File: config.mk
export PLATFORM = sky130hd
export DESIGN_NAME = snitch_icache_tag_ctrl
export DESIGN_NICKNAME = d
export VERILOG_FILES = /design/src/rtl/snitch_icache_tag_ctrl.sv
export SDC_FILE = /design/constraint.sdc
export NUM_CORES = 1
export LEC_CHECK = 0
export ABC_AREA = 1
export CAP_MARGIN = 25
export CORE_AREA = 2 2 153 155
export CTS_CLUSTER_SIZE = 20
export DETAILED_ROUTE_END_ITERATION = 7
export DIE_AREA = 0 0 155 157
export PLACE_DENSITY_LB_ADDON = 0.2
export SLEW_MARGIN = 20
export SYNTH_ARGS = -nofsm -noshare
export SYNTH_HDL_FRONTEND = slang
export SYNTH_SLANG_ARGS = --single-unit
File: constraint.sdc
create_clock -name clk_i -period 2.7 [get_ports clk_i]
set_clock_uncertainty 0.1 [all_clocks]
set_input_delay 0.405 -clock clk_i [delete_from_list [all_inputs] [get_ports clk_i]]
set_output_delay 0.405 -clock clk_i [all_outputs]
set_load 0.02 [all_outputs]
File: src/rtl/snitch_icache_tag_ctrl.sv
// snitch_icache_tag_ctrl
//
// Access controller for the single-port instruction-cache tag SRAM. The port
// has one request per cycle, one-cycle read latency and per-way byte enables.
// It is shared by three users, with fixed priority from highest to lowest:
//   1. the internal flush sequencer, which walks every line and clears all ways
//   2. the refill stage, which issues tag writes
//   3. the lookup stage, which issues tag reads
//
// Optional feature macro: SNITCH_ICACHE_TAG_INIT_ON_RESET_EN
//   When defined, the controller leaves reset already inside a flush walk, so
//   the whole tag array is cleared without an explicit request. When it is
//   undefined, the controller resets to IDLE and leaves the tags untouched.
//
// Ports:
//   clk_i, rst_i        clock and asynchronous active-high reset
//   flush_valid_i       full-invalidate request, held until flush_ready_o
//   flush_ready_o       one-cycle pulse when the walk has completed
//   busy_o              flush walk in progress
//   lookup_*            read request, grant, registered valid and masked data
//   write_*             refill write request (address, entry, way enables), grant
//   sram_*              tag memory macro interface
module snitch_icache_tag_ctrl #(
    parameter  int LINE_COUNT = 128,
    parameter  int WAY_COUNT  = 4,
    parameter  int TAG_WIDTH  = 20,
    localparam int ADDR_W     = $clog2(LINE_COUNT),
    localparam int ENTRY_W    = WAY_COUNT * (TAG_WIDTH + 2)
) (
    input  logic               clk_i,
    input  logic               rst_i,
    input  logic               flush_valid_i,
    output logic               flush_ready_o,
    output logic               busy_o,
    input  logic               lookup_req_i,
    input  logic [ADDR_W-1:0]  lookup_addr_i,
    output logic               lookup_gnt_o,
    output logic               lookup_rvalid_o,
    output logic [ENTRY_W-1:0] lookup_rdata_o,
    input  logic               write_req_i,
    input  logic [ADDR_W-1:0]  write_addr_i,
    input  logic [ENTRY_W-1:0] write_wdata_i,
    input  logic [WAY_COUNT-1:0] write_be_i,
    output logic               write_gnt_o,
    output logic               sram_req_o,
    output logic               sram_we_o,
    output logic [ADDR_W-1:0]  sram_addr_o,
    output logic [ENTRY_W-1:0] sram_wdata_o,
    output logic [WAY_COUNT-1:0] sram_be_o,
    input  logic [ENTRY_W-1:0] sram_rdata_i
);

    typedef enum logic [1:0] {
        IDLE  = 2'd0,
        FLUSH = 2'd1,
        DONE  = 2'd2
    } state_e;

    localparam logic [ADDR_W-1:0] LAST_LINE = ADDR_W'(LINE_COUNT - 1);

`ifdef SNITCH_ICACHE_TAG_INIT_ON_RESET_EN
    localparam state_e RESET_STATE = FLUSH;
`else
    localparam state_e RESET_STATE = IDLE;
`endif

    state_e            state_q, state_d;
    logic [ADDR_W-1:0] cnt_q, cnt_d;
    logic              rvalid_q, rvalid_d;

    // Arbitration and SRAM request mux. Grants are combinational so the
    // winner's request goes to the SRAM in the same cycle.
    always_comb begin
        state_d      = state_q;
        cnt_d        = cnt_q;
        write_gnt_o  = 1'b0;
        lookup_gnt_o = 1'b0;
        sram_req_o   = 1'b0;
        sram_we_o    = 1'b0;
        sram_addr_o  = '0;
        sram_wdata_o = '0;
        sram_be_o    = '0;

        unique case (state_q)
            IDLE: begin
                if (write_req_i) begin
                    write_gnt_o  = 1'b1;
                    sram_req_o   = 1'b1;
                    sram_we_o    = 1'b1;
                    sram_addr_o  = write_addr_i;
                    sram_wdata_o = write_wdata_i;
                    sram_be_o    = write_be_i;
                end else if (lookup_req_i) begin
                    lookup_gnt_o = 1'b1;
                    sram_req_o   = 1'b1;
                    sram_addr_o  = lookup_addr_i;
                    sram_be_o    = '1;
                end
                // A pending flush does not block this cycle's write/lookup;
                // the walk starts on the next cycle.
                if (flush_valid_i) begin
                    state_d = FLUSH;
                    cnt_d   = '0;
                end
            end
            FLUSH: begin
                sram_req_o  = 1'b1;
                sram_we_o   = 1'b1;
                sram_addr_o = cnt_q;
                sram_be_o   = '1;
                // Terminal compare happens before the increment would wrap.
                if (cnt_q == LAST_LINE) begin
                    state_d = DONE;
                    cnt_d   = '0;
                end else begin
                    cnt_d = cnt_q + 1'b1;
                end
            end
            DONE: begin
                state_d = IDLE;
            end
            default: begin
                state_d = IDLE;
                cnt_d   = '0;
            end
        endcase

        rvalid_d = lookup_gnt_o;
    end

    always_ff @(posedge clk_i or posedge rst_i) begin
        if (rst_i) begin
            state_q  <= RESET_STATE;
            cnt_q    <= '0;
            rvalid_q <= 1'b0;
        end else begin
            state_q  <= state_d;
            cnt_q    <= cnt_d;
            rvalid_q <= rvalid_d;
        end
    end

    assign busy_o          = (state_q == FLUSH);
    assign flush_ready_o   = (state_q == DONE);
    assign lookup_rvalid_o = rvalid_q;
    // Hide whatever the SRAM drives on cycles without a read response.
    assign lookup_rdata_o  = rvalid_q ? sram_rdata_i : '0;

endmodule

==> reports/metrics.cfg <==
[run_status]
status = complete, no violations

[global_route]
grt_antenna_before_repair = 0
grt_pass1_wl_microns = 22110
grt-ovfl-total = 0
grt.total_usage = 0.1158
grt_start_max_net_pins = 52
grt_pass1_vias = 3707

[route]
wl_microns = 16160
routedWlPerCell_microns = 13.90
drt_pass1_iterations = 4
vias = 4112
ant_nets = 0
routed_via_density = 3.536
drt-initial-drc-count = 172
drc = 0

[cts]
cts_resized = 0
tritoncts = built
cts_sinks = 10
cts_inserted_buffers = 3
cts.path.max_buffers = 2
htreeDepth = 1
cts.root.buffer_cell = clkbuf_16
clk_pin_slew_worst_paths_ns = 0.04
postCtsSetupRepairBufs = 0
postCtsHoldBufs = 0
clk_latency_ns = 0.24

[floorplanning]
start_util = 0.09947
core_area_sq_um = 22500
die-area_sq_um = 24340
die-height_microns = 157
core.rowCount = 55
ios = 393
die_x_microns = 155

[worst_setup_path]
cp_slowest_cell = clkdlybuf4s50_1
cp-start-kind = input port
r2r_end = cnt_q[5]
critPathKind = input port to output port
cp_cell_sequence = clkdlybuf4s50_1 -> nand2_1 -> nor2_2 -> nand2_1 -> o211ai_1 -> clkdlybuf4s50_1
r2r-start = cnt_q[1]
critical_path.top_delay_family = buffers and inverters
worstSetupStartpoint = lookup_req_i
endpoint_kind = output port
path_buf_inv = 2
endpoint = sram_addr_o[6]
reg2reg_depth = 8
critPathMaxStageDelay_ns = 0.63
critPathMaxFanout = 4
cp.required_ns = 2.19
cp.arrival_ns = 2.09
reg2reg_slack_ns = 1.26
cp.depth = 6

[placed_design]
gp_congestion = 0.7999
pre_cts_ws_ns = 0.05850
dp_hpwl_microns = 13540
port_buffers = 392
placed_cells = 1157
placed_area_sq_um = 6600

[run]
max_cap_viol_count = 0

[synthesis]
yosysWarnings = 0
avgSynthCellArea_sq_um = 4.577
syn_nets = 689
synth_seq_area_share = 0.1118
synth_cell_types = 21
synth_area_sq_um = 2238
syn_inst = 489
ys_ff_latch = 10

[power]
power_leakage_nw = 3.533
irDropWorstVdd_uv = 251.6
power_density_nw_per_um2 = 236.2
power_mw = 1.596

[timing]
fmax_mhz = 386.0
period_share = 0.9594
fin_ws_ns = 0.1095
worst_pin_slew_ns = 0.5203
drv_slew = 0
rsz0062_at_grt = yes
setup_viol = 0
setup_tns_ns = 0
hold_slack_ns = 0.3632
maxSlewHeadroom = 0.6531
period_minus_slack_ns = 2.590
hold_viol = 0

[finish]
instances_no_fill = 1163
fin_nets = 1079
drive_above_1_share = 0.05353
antenna_cells = 0
final_cell_mix = 373 x clkdlybuf4s50_1, 215 x nand2_1, 102 x inv_1, 86 x nor2_1, 18 x dlymetal6s2s_1
area_growth_pct = 201.8
final_area_sq_um = 6755
multi_input_area_sq_um = 1436
seq_area_sq_um = 251.5
mostFrequentLayoutCell = clkdlybuf4s50_1
fillers = 2442
final_core_util = 0.3002

[min_path]
hold_path.class = input port to asynchronous set/reset pin

## sequential cells by signal, summed over array words and instances (netlist names)
register,count
cnt_q,7
lookup_rvalid_o,1
state_q,2
## worst min path at each step
| stage | to | from |
|---|---|---|
| after floorplan | cnt_q[0] | rst_i |
| after global placement | cnt_q[6] | cnt_q[6] |
| after detailed placement | cnt_q[6] | cnt_q[6] |
| after CTS | cnt_q[4] | rst_i |
| after global routing | cnt_q[4] | rst_i |
| final | cnt_q[3] | rst_i |
## cell type report
type	instances	share of cell area
multi-input combinational	344	0.2126
sequential	10	0.03723
inverter	106	0.05890
tap	285	0.05279
clock buffer	4	0.01167
timing repair buffer	414	0.6268
## Yosys cell counts
master | count | share of area
o21ai_0 | 6 | 0.013
buf_6 | 3 | 0.015
o211ai_1 | 6 | 0.020
nand4_1 | 1 | 0.0028
nor2_4 | 2 | 0.010
nor2_2 | 10 | 0.028
o31ai_2 | 1 | 0.0056
inv_1 | 102 | 0.17
a31oi_1 | 4 | 0.011
inv_2 | 4 | 0.0067
clkbuf_1 | 7 | 0.012
a21oi_1 | 1 | 0.0022
ha_1 | 1 | 0.0056
o21ai_1 | 1 | 0.0022
nor2_1 | 86 | 0.14
nor2_8 | 1 | 0.0089
nand2_1 | 215 | 0.36
dfrtp_1 | 10 | 0.11
nand3_1 | 7 | 0.016
o21bai_4 | 1 | 0.0084
buf_2 | 20 | 0.045
## worst register-to-register path: cells and delay by family, from the launching register on
kind	cells	cell delay [ns]
adders and majority gates	1	0.17
DFF	1	0.37
and+or+nand+nor	7	0.70
## kinds of logic (layout without fill, tap and decap cells)
family                     Yosys count  count (layout)  synth area share
and+or+nand+nor                    322             323            0.5701
adders and majority gates            1               1          0.005589
AOI/OAI and AO/OA                   20              20           0.06316
buffers and inverters              136             524            0.2493
DFF                                 10              10            0.1118
## per-layer routing
metal	GRT usage	part of all wire	vias up
li1	-	-	2156
met1	0.1238	0.38	1770
met2	0.2356	0.55	172
met3	0.01900	0.062	14
met4	0.02469	0.012	0
met5	0	0	-
## power by group
| part | switching (mW) | internal, mW |
|---|---|---|
| sequential | 0.0513 | 0.199 |
| clock | 0.0705 | 0.198 |
| combinational | 0.494 | 0.584 |
No activity file was read; power rests on OpenSTA's default activity.
